`src/rtl/reg_bank_pkg.sv`:
```
// Shared constants and types for the lab CPU register bank.
// Holds the default geometry, the special-register indices and the output-slot state type.
package reg_bank_pkg;

   localparam int DEF_WIDTH   = 8;
   localparam int DEF_ADDR_W  = 3;
   localparam int DEF_OUT_IDX = 1;
   localparam int DEF_CNT_IDX = 5;

   typedef enum logic {
      EMPTY = 1'b0,
      FULL  = 1'b1
   } out_state_t;

endpackage

```
`src/rtl/reg_bank_out_slot.sv`:
```
// Output-slot register with a valid/ready handshake toward the output consumer.
// A write to a full slot that is not being drained is refused through wrStall_o.
module out_slot
   import reg_bank_pkg::*;
#(
   parameter int WIDTH = DEF_WIDTH
) (
   input  logic             clk,
   input  logic             rst,
   input  logic             wrReq_i,
   input  logic [WIDTH-1:0] wrData_i,
   input  logic             outReady_i,
   output logic [WIDTH-1:0] dataOut_o,
   output logic             outValid_o,
   output logic             wrStall_o
);

   out_state_t       state_q;
   out_state_t       state_d;
   logic [WIDTH-1:0] dataOut_q;
   logic [WIDTH-1:0] dataOut_d;

   always_ff @(posedge clk or posedge rst) begin
      if (rst) begin
         state_q   <= EMPTY;
         dataOut_q <= '0;
      end else begin
         state_q   <= state_d;
         dataOut_q <= dataOut_d;
      end
   end

   // A full slot only takes a new word on the same edge the consumer drains the old one.
   always_comb begin
      state_d   = state_q;
      dataOut_d = dataOut_q;
      wrStall_o = 1'b0;
      case (state_q)
         EMPTY: begin
            if (wrReq_i) begin
               state_d   = FULL;
               dataOut_d = wrData_i;
            end
         end
         FULL: begin
            if (wrReq_i && outReady_i) begin
               dataOut_d = wrData_i;
            end else if (wrReq_i) begin
               wrStall_o = 1'b1;
            end else if (outReady_i) begin
               state_d = EMPTY;
            end
         end
      endcase
   end

   assign dataOut_o  = dataOut_q;
   assign outValid_o = (state_q == FULL);

endmodule

```
`src/rtl/reg_bank.sv`:
```
// Register bank for the lab CPU: clocked writes, two async read ports, an output slot and a loop counter.
// Define REG_BANK_BYPASS_EN to forward an accepted write straight to a matching read port.
module reg_bank
   import reg_bank_pkg::*;
#(
   parameter int WIDTH   = DEF_WIDTH,
   parameter int ADDR_W  = DEF_ADDR_W,
   parameter int OUT_IDX = DEF_OUT_IDX,
   parameter int CNT_IDX = DEF_CNT_IDX
) (
   input  logic              CLK,
   input  logic              RESET,
   input  logic              REG_WR,
   input  logic [ADDR_W-1:0] REG_DEST,
   input  logic [WIDTH-1:0]  WRITE_DATA,
   input  logic [ADDR_W-1:0] REG1,
   input  logic [ADDR_W-1:0] REG2,
   output logic [WIDTH-1:0]  DATA_1,
   output logic [WIDTH-1:0]  DATA_2,
   input  logic              CNT_DEC,
   output logic              CNT_ZERO,
   output logic [WIDTH-1:0]  DATA_O,
   output logic              OUT_VALID,
   input  logic              OUT_READY,
   output logic              WR_STALL
);

   localparam int                DEPTH    = 2 ** ADDR_W;
   localparam logic [ADDR_W-1:0] OUT_ADDR = ADDR_W'(OUT_IDX);
   localparam logic [ADDR_W-1:0] CNT_ADDR = ADDR_W'(CNT_IDX);

   logic [WIDTH-1:0] regFile_q [DEPTH];
   logic [WIDTH-1:0] regFile_d [DEPTH];
   logic             slotWrReq;
   logic             wrAccept;
   logic             cntWrite;
   logic [WIDTH-1:0] storedData1;
   logic [WIDTH-1:0] storedData2;

   assign slotWrReq = REG_WR && (REG_DEST == OUT_ADDR);
   assign wrAccept  = REG_WR && !WR_STALL;
   assign cntWrite  = wrAccept && (REG_DEST == CNT_ADDR);

   out_slot #(
      .WIDTH(WIDTH)
   ) u_outSlot (
      .clk       (CLK),
      .rst       (RESET),
      .wrReq_i   (slotWrReq),
      .wrData_i  (WRITE_DATA),
      .outReady_i(OUT_READY),
      .dataOut_o (DATA_O),
      .outValid_o(OUT_VALID),
      .wrStall_o (WR_STALL)
   );

   // A write to the counter beats a decrement in the same cycle; decrement saturates at zero.
   always_comb begin
      regFile_d = regFile_q;
      if (wrAccept) begin
         regFile_d[REG_DEST] = WRITE_DATA;
      end
      if (CNT_DEC && !cntWrite && (regFile_q[CNT_ADDR] != '0)) begin
         regFile_d[CNT_ADDR] = regFile_q[CNT_ADDR] - WIDTH'(1);
      end
   end

   always_ff @(posedge CLK or posedge RESET) begin
      if (RESET) begin
         for (int i = 0; i < DEPTH; i++) begin
            regFile_q[i] <= '0;
         end
      end else begin
         regFile_q <= regFile_d;
      end
   end

   assign CNT_ZERO = (regFile_q[CNT_ADDR] == '0);

   // The output slot's live contents live in out_slot, so its index reads from there.
   assign storedData1 = (REG1 == OUT_ADDR) ? DATA_O : regFile_q[REG1];
   assign storedData2 = (REG2 == OUT_ADDR) ? DATA_O : regFile_q[REG2];

`ifdef REG_BANK_BYPASS_EN
   assign DATA_1 = (wrAccept && (REG1 == REG_DEST)) ? WRITE_DATA : storedData1;
   assign DATA_2 = (wrAccept && (REG2 == REG_DEST)) ? WRITE_DATA : storedData2;
`else
   assign DATA_1 = storedData1;
   assign DATA_2 = storedData2;
`endif

endmodule

```
`config.mk`:
```
export PLATFORM = sky130hd
export DESIGN_NAME = reg_bank
export DESIGN_NICKNAME = d
export VERILOG_FILES = /design/src/rtl/reg_bank_pkg.sv /design/src/rtl/reg_bank_out_slot.sv /design/src/rtl/reg_bank.sv
export SDC_FILE = /design/constraint.sdc
export NUM_CORES = 1
export LEC_CHECK = 0
export ABC_CLOCK_PERIOD_IN_PS = 3200
export CORE_AREA = 2 2 81 122
export CTS_CLUSTER_SIZE = 14
export DETAILED_ROUTE_END_ITERATION = 6
export DIE_AREA = 0 0 83 124
export GPL_TIMING_DRIVEN = 0
export PLACE_DENSITY = 0.6
export SLEW_MARGIN = 15
export SYNTH_ARGS = -nofsm -noshare
export SYNTH_HDL_FRONTEND = slang
export SYNTH_SLANG_ARGS = --single-unit
```
`constraint.sdc`:
```
create_clock -name CLK -period 3.2 [get_ports CLK]
set_clock_uncertainty 0.2 [all_clocks]
set_input_delay 0.8 -clock CLK [delete_from_list [all_inputs] [get_ports CLK]]
set_output_delay 0.8 -clock CLK [all_outputs]
set_load 0.01 [all_outputs]
```
### After elaboration in Yosys (flattened, before gate mapping)

Cells that the tools add are included.

* input port bits: 22
* flip-flop bits (word level): 73
* output and inout bits: 27

* bitwise gates (word level): 4
* eq/ne operators: 6
* reductions and logical operators: 13
* magnitude comparators: 4
* add/sub/neg operators: 1
* mux-type cells: 23

Operator list (number)
* $mux W8: 10
* $bwmux W64: 1
* $bmux W8 S3: 2
* $demux W8 S3: 1
* $mux W24: 1
* $pmux W8 S2: 1
* $ge A4 B4 Y1 const B: 3
* $not A3 Y4: 3
* $eq A3 B1 Y1 const B: 3
* $logic_not A8 Y1: 1
* $reduce_bool A8 Y1: 1
* $sub A8 B1 Y8 const B: 1
* $logic_and A1 B1 Y1: 7
* $mux W1: 6
* $lt A4 B1 Y1 const B: 1
* $eq A3 B3 Y1 const B: 1
* $logic_not A1 Y1: 2
* $ne A2 B1 Y1 const B: 1
* $ne A2 B2 Y1 const B: 1
* $pmux W1 S2: 1
* $reduce_and A2 Y1: 1
* $reduce_bool A2 Y1: 1
* $not A1 Y1: 1

### Logic depth before layout (Yosys ltp)

Gate-level depths: netlist (run 1).

* word-level depth: 12
* depth in mapped cells: 6
* gate-level depth less buffers: 6

### Modules after synthesis

A second synthesis (run 1) with hierarchy kept.

* cells, all modules: 248
* area total of the unflattened synthesis: 3754.9 µm²

Modules (own cells, without submodules)
* reg_bank: cells each 225, area an instance 3369.5 µm², sequential area each 1401.3 µm², instances 1
* out_slot: cells each 23, area an instance 385.4 µm², sequential area each 225.2 µm², instances 1

### Least setup slack after synthesis (run 1)

No wires, ideal clock.

* path type: input to output
* start: in REG1[0]
* end: out DATA_1[0]
* slack: 86 ps
* data arrival time: 2114 ps
* data required time: 2200 ps
* buffers on the path: 2
* stages: 4
* path through: buf_2 buf_2 mux4_2 mux2_2

* cells in the longest elaborated chain, start to end: 5
* elaborated cells on any way between the ends: 6
* those cells by class: eq/ne: 1; mux: 4; bitwise: 1

Ends and longest elaborated chain
* start: declaration: line reg_bank.sv:16 `input logic [ADDR_W-1:0] REG1,`
* $not A3 Y4 (not written as such): line reg_bank.sv:81 `assign storedData1 = (REG1 == OUT_ADDR) ? DATA_O : regFile_q[REG1];`
* $bmux W8 S3: line reg_bank.sv:81
* $mux W8 (not written as such) (2 in a row): line reg_bank.sv:81
* $mux W8 *: line reg_bank.sv:81
* end: declaration: line reg_bank.sv:18 `output logic [WIDTH-1:0] DATA_1,`

Mark *: on every way between the ends. The rest lies on a longest branch, timed or not. The select of a mux whose other input is x is not followed.

### Final worst setup path (run 1)

* start: in REG1[0]
* end: out DATA_1[5]

Same word-level chain as after synthesis.

==> results of run 1 <==
state kept, by name (all words and copies together) (netlist names):
signal,count
u_outSlot.dataOut_o,8
u_outSlot.outValid_o,1
regFile_q,56
what timing repair did:
item / 4_1_cts / 5_1_grt
endpoints found under the setup margin: 18 / 3
gates resized for setup: 57 / 3
setup buffers: 5 / 1
cell usage in the layout, fill, tap and decap left out, types with 2 or more instances in the layout:
master,synthesis,routed
sky130_fd_sc_hd__clkbuf_8,0,5
sky130_fd_sc_hd__nor2b_1,3,2
sky130_fd_sc_hd__dlygate4sd2_1,0,14
sky130_fd_sc_hd__mux2i_1,2,2
sky130_fd_sc_hd__dfrtp_1,65,65
sky130_fd_sc_hd__inv_1,5,4
sky130_fd_sc_hd__clkdlybuf4s50_1,0,22
sky130_fd_sc_hd__a21oi_1,2,2
sky130_fd_sc_hd__mux2_2,72,72
sky130_fd_sc_hd__nand3_1,3,3
sky130_fd_sc_hd__buf_6,1,2
sky130_fd_sc_hd__buf_12,0,3
sky130_fd_sc_hd__nand2_1,12,12
sky130_fd_sc_hd__buf_2,7,4
sky130_fd_sc_hd__clkbuf_1,7,6
sky130_fd_sc_hd__clkbuf_16,0,9
sky130_fd_sc_hd__buf_1,2,2
sky130_fd_sc_hd__buf_4,0,5
sky130_fd_sc_hd__nor2_1,5,5
sky130_fd_sc_hd__ha_1,2,2
sky130_fd_sc_hd__o21ai_1,2,2
sky130_fd_sc_hd__xnor2_1,3,3
sky130_fd_sc_hd__o21ai_0,6,6
sky130_fd_sc_hd__nor3_1,2,2
sky130_fd_sc_hd__a31oi_1,2,2
sky130_fd_sc_hd__clkdlybuf4s15_1,0,2
sky130_fd_sc_hd__clkinv_2,0,2
sky130_fd_sc_hd__mux4_2,32,32
per-stage QoR:
| stage | area (sq um) | std cells | hold WS (ns) |
|---|---|---|---|
| 2_1_floorplan | 3630 | 251 | 0.291 |
| 3_3_place_gp | 4170 | 403 | 0.300 |
| 3_5_place_dp | 4200 | 404 | 0.311 |
| 4_1_cts | 4620 | 425 | 0.323 |
| 5_1_grt | 4630 | 425 | 0.330 |
| 6_report | 4630 | 425 | 0.320 |
worst max path at each step:
stage | cells past startpoint | slack, ns | end | from
CTS | 6 | 0.003 | DATA_2[1] | REG2[0]
floorplan | 4 | 0.09 | DATA_1[0] | REG1[0]
detailed placement | 5 | -0.89 | DATA_2[6] | REG2[1]
finish | 5 | 0.07 | DATA_1[5] | REG1[0]
global placement | 5 | -0.88 | DATA_2[1] | REG2[1]
global route | 6 | -0.002 | CNT_ZERO | regFile_q[16]$_DFFE_PP0P_
report_power, final:
| part | internal [uW] | switching (uW) | total, uW | leakage (uW) |
|---|---|---|---|---|
| combinational | 588 | 370 | 958 | 0.000968 |
| clock | 622 | 343 | 965 | 0.000144 |
| sequential | 1030 | 177 | 1210 | 0.000780 |
routing by layer:
| layer | share of wire [%] | routed length [um] | vias to the layer above | global-route usage, % |
|---|---|---|---|---|
| met4 | 3.4 | 301 | 0 | 9.84 |
| met5 | 0 | 0 | - | 0 |
| li1 | - | - | 1078 | - |
| met1 | 43 | 3750 | 1240 | 23.1 |
| met3 | 3.8 | 336 | 15 | 4.51 |
| met2 | 50 | 4420 | 48 | 29.5 |
layout make-up:
class                           count  area (sq um)
Fill cell                         811          4570
Multi-Input combinational cell    164          1940
Sequential cell                    65          1630
Timing Repair Buffer               47           455
Clock buffer                       13           250
Buffer                             16           160
Tap cell                          112           140
Clock inverter                      3          40.0
Inverter                            5          21.3
synth_stat cells:
| cell | n |
|---|---|
| sky130_fd_sc_hd__nand4b_1 | 1 |
| sky130_fd_sc_hd__or4_4 | 1 |
| sky130_fd_sc_hd__or3b_2 | 1 |
| sky130_fd_sc_hd__buf_1 | 2 |
| sky130_fd_sc_hd__dfrtp_1 | 65 |
| sky130_fd_sc_hd__ha_1 | 2 |
| sky130_fd_sc_hd__a31oi_1 | 2 |
| sky130_fd_sc_hd__mux4_2 | 32 |
| sky130_fd_sc_hd__mux2_2 | 72 |
| sky130_fd_sc_hd__clkbuf_1 | 7 |
| sky130_fd_sc_hd__or4_1 | 1 |
| sky130_fd_sc_hd__nor3b_1 | 1 |
| sky130_fd_sc_hd__o31ai_1 | 1 |
| sky130_fd_sc_hd__xnor2_1 | 3 |
| sky130_fd_sc_hd__buf_6 | 1 |
| sky130_fd_sc_hd__mux2i_1 | 2 |
| sky130_fd_sc_hd__nor3b_2 | 1 |
| sky130_fd_sc_hd__nand2b_1 | 1 |
| sky130_fd_sc_hd__o21ai_1 | 2 |
| sky130_fd_sc_hd__nor4_1 | 2 |
| sky130_fd_sc_hd__inv_1 | 5 |
| sky130_fd_sc_hd__and3b_1 | 1 |
| sky130_fd_sc_hd__nor2_1 | 5 |
| sky130_fd_sc_hd__nand2_1 | 12 |
| sky130_fd_sc_hd__buf_2 | 7 |
| sky130_fd_sc_hd__a21bo_2 | 1 |
| sky130_fd_sc_hd__a211oi_1 | 1 |
| sky130_fd_sc_hd__nor3_2 | 1 |
| sky130_fd_sc_hd__o21ai_0 | 6 |
| sky130_fd_sc_hd__and3_1 | 1 |
| sky130_fd_sc_hd__nor3_1 | 2 |
| sky130_fd_sc_hd__nand3_1 | 3 |
| sky130_fd_sc_hd__nor2b_1 | 3 |
| sky130_fd_sc_hd__nand4_1 | 1 |
| sky130_fd_sc_hd__a21oi_1 | 2 |
worst max-delay path, delay by kind of cell:
| family | cells | cell delay [ns] |
|---|---|---|
| buffers and inverters | 3 | 0.54 |
| muxes | 2 | 0.78 |
cell families after synthesis:
kind of cell	count (synthesis)	synth area share (%)
buffers and inverters	22	2.72
DFF	65	44.8
adders and majority gates	2	0.689
AOI/OAI and AO/OA	15	2.41
muxes	106	42.7
and+or+nand+nor	38	5.89
xor gates and xnor gates	3	0.724
==> results.ini, run 1 <==
[finish]
layout.nets = 332
syn2layout_area_growth_pct = 27.6
insertedDiodeCount = 0
utilization_pct = 50.3
post_route_cells_drive_above_1_share_pct = 46.6

[cts]
cts.reportedPaths.clkPinSlew_ns = 0.05
max-clock-path-buffers = 2
tritoncts.num_buffers = 9
hold_buffers = 0
tritoncts = yes
tritoncts_num_sinks = 65
clock_latency_ns = 0.33
cts_root_buf = sky130_fd_sc_hd__clkbuf_16
h_tree_depth = 3

[drt]
drc = 0
drt-wirelength-per-cell_um = 20.7
drtIter0Drc = 152
num_vias = 2381
detail_route.wirelength_mm = 8.81
via_per_inst = 5.60
firstDrtPassIters = 4
detail-route-antenna-nets = 0

[timing]
maxClockFrequency_mhz = 320
timing.final.hold_violations = 0
final-setup-viol-count = 0
finalCriticalPeriod_ns = 3.13
setup-tns-final_ns = 0
layout_setup_ws_ns = 0.0724
finalMaxSlewViolations = 0
final_period_util_pct = 97.7
tightestPinTransition_ns = 1.01
slew_headroom_pct = 32.3

[yosys]
synthDominantCellAreaShare_pct = 44.8
synth.net_count = 275
synthDominantAreaCellType = sky130_fd_sc_hd__dfrtp_1
synth.distinct_cells = 35
synth_seq_cells = 65
synthesis.area_per_instance_sq_um = 14.5
synth-seq-area-share_pct = 44.8
syn-cell-area_sq_mm = 0.00363
synth_cells = 251
synth_top_cells_by_area = sky130_fd_sc_hd__dfrtp_1, sky130_fd_sc_hd__mux2_2, sky130_fd_sc_hd__mux4_2, sky130_fd_sc_hd__nand2_1, sky130_fd_sc_hd__buf_2
synth_warnings = 0

[floorplan]
die-height_um = 124
die-width_um = 83
fp.dieArea_sq_mm = 0.0103
std_cell_rows = 43
floorplan.initialDensity_pct = 39.5
design.core.area_sq_mm = 0.00920
num_io_pins = 49

[min_path]
worst_hold_startpoint = regFile_q[42]$_DFFE_PP0P_
min_path_type = flop to flop
timing.hold.worst_path_depth = 1
whs_endpoint = regFile_q[42]$_DFFE_PP0P_

[setup_path]
worstReg2RegStart = regFile_q[18]$_DFFE_PP0P_
crit_arrival_ns = 2.13
crit_required_ns = 2.20
worstPathMaxFanout = 8
r2r_setup_slack_ns = 1.19
cpPeakStageDelay_ns = 0.50
cp_cell_sequence = buf_12 -> buf_12 -> mux4_2 -> mux2_2 -> dlygate4sd2_1
critical_path_class = input pin to output port
timing.critical_path.mode_cell = sky130_fd_sc_hd__buf_12
worstSetupStartpointType = input pin
master_of_the_slowest_instance_on_the_critical_path = sky130_fd_sc_hd__mux4_2
critical_path.endpoint_type = output port
reg2reg_to = regFile_q[22]$_DFFE_PP0P_
r2r.worst_path.cells = 4

[global_route]
aggregate_global_routing_overflow = 0
maximum_number_of_pins_on_one_net_before_global_route_repair = 56
number_of_antenna_violations_at_the_first_check_in_global_routing = 0
grt_pass1_wl_mm = 13.7
global_route.usage.total_pct = 18.4
first_global_vias = 2452

[place]
placement.io_buffers = 40
dp.final_hpwl_mm = 5.97
dpl_ws_ns = -0.893
place.gp.congestion = 0.789

[pwr]
cellPowerDensity_mw_per_mm2 = 676
leakagePower_uw = 0.00189
totalPowerFinal_uw = 3130
peakVddDrop_v = 0.000321

[outcome]
outcome = complete, no violations

[run]
max_cap_violations = 0

No activity file was read; power rests on OpenSTA's default activity.
==> inputs of run 2 (changes only) <==
Settings changed: MAX_ROUTING_LAYER set to met4.
==> run 2 against run 1 <==
  * Sequential power is essentially flat
  * Design area unchanged
  * Sequential share of layout area did not move
  * Wire length barely moved
  * Count of clock-buffer cells in the layout unchanged
  * Flip-flop and latch count stayed put
  * Clock power about the same
  * Critical path depth unchanged
  * Critical endpoint unchanged
==> results.ini, run 2 (synthesized netlist as in run 1, its figures left out) <==
[drt]
drtIter0Drc = 167  ; +9.9%
via_per_inst = 5.62  ; +0.25%
firstDrtPassIters = 4  ; unchanged
num_vias = 2387  ; +0.25%
drt-wirelength-per-cell_um = 20.7  ; about the same
detail_route.wirelength_mm = 8.82  ; about the same
drc = 0  ; unchanged
detail-route-antenna-nets = 0  ; unchanged

[min_path]
min_path_type = flop to flop

[pwr]
peakVddDrop_v = 0.000323  ; +0.67%
leakagePower_uw = 0.00189  ; unchanged
clockPowerShare_pct = 30.9  ; about the same
power_frac_comb_pct = 30.5  ; about the same
cellPowerDensity_mw_per_mm2 = 677  ; +0.12%
power.switching_uw = 894  ; +0.41%
switching_share_pct = 28.5  ; +0.083 points
cellInternalPower_uw = 2240  ; about the same
share_seq_of_total_power_pct = 38.6  ; about the same

[finish]
largest_register = regFile_q
layout.nets = 332  ; unchanged
largest_register_ffs = 56  ; unchanged
post_route_cells_drive_above_1_share_pct = 46.6  ; unchanged
mostFrequentLayoutCell = sky130_fd_sc_hd__mux2_2
fillCellCount = 811  ; unchanged
syn2layout_area_growth_pct = 27.6  ; unchanged
mostFrequentLayoutCells = sky130_fd_sc_hd__mux2_2, sky130_fd_sc_hd__dfrtp_1, sky130_fd_sc_hd__mux4_2
insertedDiodeCount = 0  ; unchanged

[cts]
h_tree_depth = 3  ; unchanged
cts.reportedPaths.clkPinSlew_ns = 0.05  ; about the same
hold_buffers = 0  ; unchanged
tritoncts = yes
tritoncts_num_sinks = 65  ; unchanged
cts_root_buf = sky130_fd_sc_hd__clkbuf_16
max-clock-path-buffers = 2  ; unchanged
clock_latency_ns = 0.33  ; about the same
tritoncts.num_buffers = 9  ; unchanged

[timing]
maxClockFrequency_mhz = 320  ; +0.10%
finalMaxSlewViolations = 0  ; unchanged
timing.final.hold_violations = 0  ; unchanged
final-setup-viol-count = 0  ; unchanged
tightestPinTransition_ns = 1.02  ; +0.00600 ns
final_period_util_pct = 97.6  ; -0.099 points
slew_headroom_pct = 31.9  ; -0.40 points
finalCriticalPeriod_ns = 3.12  ; -0.00316 ns
setup-tns-final_ns = 0  ; unchanged
layout_setup_ws_ns = 0.0755  ; +0.00316 ns

[global_route]
grt_pass1_wl_mm = 13.7  ; +0.10%
number_of_antenna_violations_at_the_first_check_in_global_routing = 0  ; unchanged
global_route.usage.total_pct = 19.0  ; +0.58 points
aggregate_global_routing_overflow = 0  ; unchanged
first_global_vias = 2446  ; -0.24%
maximum_number_of_pins_on_one_net_before_global_route_repair = 56  ; unchanged

[setup_path]
worstSetupStartpointType = input pin
worstPathMaxFanout = 8  ; unchanged
crit_arrival_ns = 2.12  ; about the same
crit_required_ns = 2.20  ; about the same
reg2reg_to = regFile_q[22]$_DFFE_PP0P_
worstReg2RegStart = regFile_q[18]$_DFFE_PP0P_
crit_path_start = REG1[0]
worstSetupEndpoint = DATA_1[5]
critical_path_class = input pin to output port
critical_path.endpoint_type = output port
r2r_setup_slack_ns = 1.20  ; about the same
r2r.worst_path.cells = 4  ; unchanged

[floorplan]
design.core.area_sq_mm = 0.00920  ; unchanged
floorplan.initialDensity_pct = 39.5  ; unchanged
die-width_um = 83  ; unchanged
fp.dieArea_sq_mm = 0.0103  ; unchanged
num_io_pins = 49  ; unchanged
die-height_um = 124  ; unchanged
std_cell_rows = 43  ; unchanged

[place]
dp.final_hpwl_mm = 5.97  ; unchanged
dpl_ws_ns = -0.893  ; unchanged
place.gp.congestion = 0.800  ; +1.4%
placement.io_buffers = 40  ; unchanged

[outcome]
outcome = complete, no violations

[run]
max_cap_violations = 0  ; unchanged

## run 2: cell counts in the layout (fill, tap and decap cells not counted)
Identical to the previous run, type by type.
## run 2: through the flow
step	cells	area, sq um	hold WS, ns	total power, uW	util, %
after floorplan	251	3630	0.291	1820	-
after global placement	403	4170	0.300	2150	45.3
after detailed placement	404	4200	0.311	2180	45.7
after CTS	425	4620	0.323	3140	50.3
after global routing	425	4630	0.330	3310	50.3
final	425	4630	0.318	3130	50.3
## run 2: worst min path at each step
stage	cells past startpoint	slack (ns)	to	start
6_report	1	0.32	regFile_q[38]$_DFFE_PP0P_	regFile_q[38]$_DFFE_PP0P_
4_1_cts	1	0.32	regFile_q[32]$_DFFE_PP0P_	regFile_q[32]$_DFFE_PP0P_
3_5_place_dp	1	0.31	regFile_q[32]$_DFFE_PP0P_	regFile_q[32]$_DFFE_PP0P_
2_1_floorplan	1	0.29	regFile_q[10]$_DFFE_PP0P_	regFile_q[10]$_DFFE_PP0P_
3_3_place_gp	1	0.30	regFile_q[7]$_DFFE_PP0P_	regFile_q[7]$_DFFE_PP0P_
5_1_grt	1	0.33	regFile_q[42]$_DFFE_PP0P_	regFile_q[42]$_DFFE_PP0P_
## run 2: repair_timing
action / 4_1_cts / 5_1_grt
resized for setup: 57 / 3
pin swaps: 0 / 0
setup buffers: 5 / 1
setup endpoints to repair: 18 / 3
## run 2: critical path, cell delays in order
cell	delay, ns
sky130_fd_sc_hd__buf_12	0.12
sky130_fd_sc_hd__buf_12	0.14
sky130_fd_sc_hd__mux4_2	0.50
sky130_fd_sc_hd__mux2_2	0.28
sky130_fd_sc_hd__dlygate4sd2_1	0.28
## run 2: power groups by stage
stage / combinational, uW / sequential, uW / clock (uW)
3_5_place_dp: 971 / 1210 / 0
4_1_cts: 949 / 1200 / 990
5_1_grt: 1040 / 1240 / 1020
2_1_floorplan: 652 / 1170 / 0
3_3_place_gp: 955 / 1190 / 0
6_report: 957 / 1210 / 968
## run 2: metal layers
layer	global-route usage [%]	vias up	wire, um
met4	9.84	0	297
met5	-	-	0
li1	-	1086	-
met2	29.5	49	4440
met1	23.3	1235	3810
met3	4.37	17	267
## run 2: final cells by class
type	instances	area, sq um	area share (%)
multi-input cells	164	1940	41.8
flip-flops and latches	65	1630	35.1
repair buffers	47	455	9.83
clock buffers	13	250	5.40
plain buffers	16	160	3.46
well taps	112	140	3.03
clock inverters	3	40.0	0.864
inverters	5	21.3	0.459
==> inputs of run 3 (changes only) <==
Settings changed: GPL_ROUTABILITY_DRIVEN set to 0.
==> results of run 3 <==
Same layout as run 2: the final DEF is identical, and so are final timing and power.
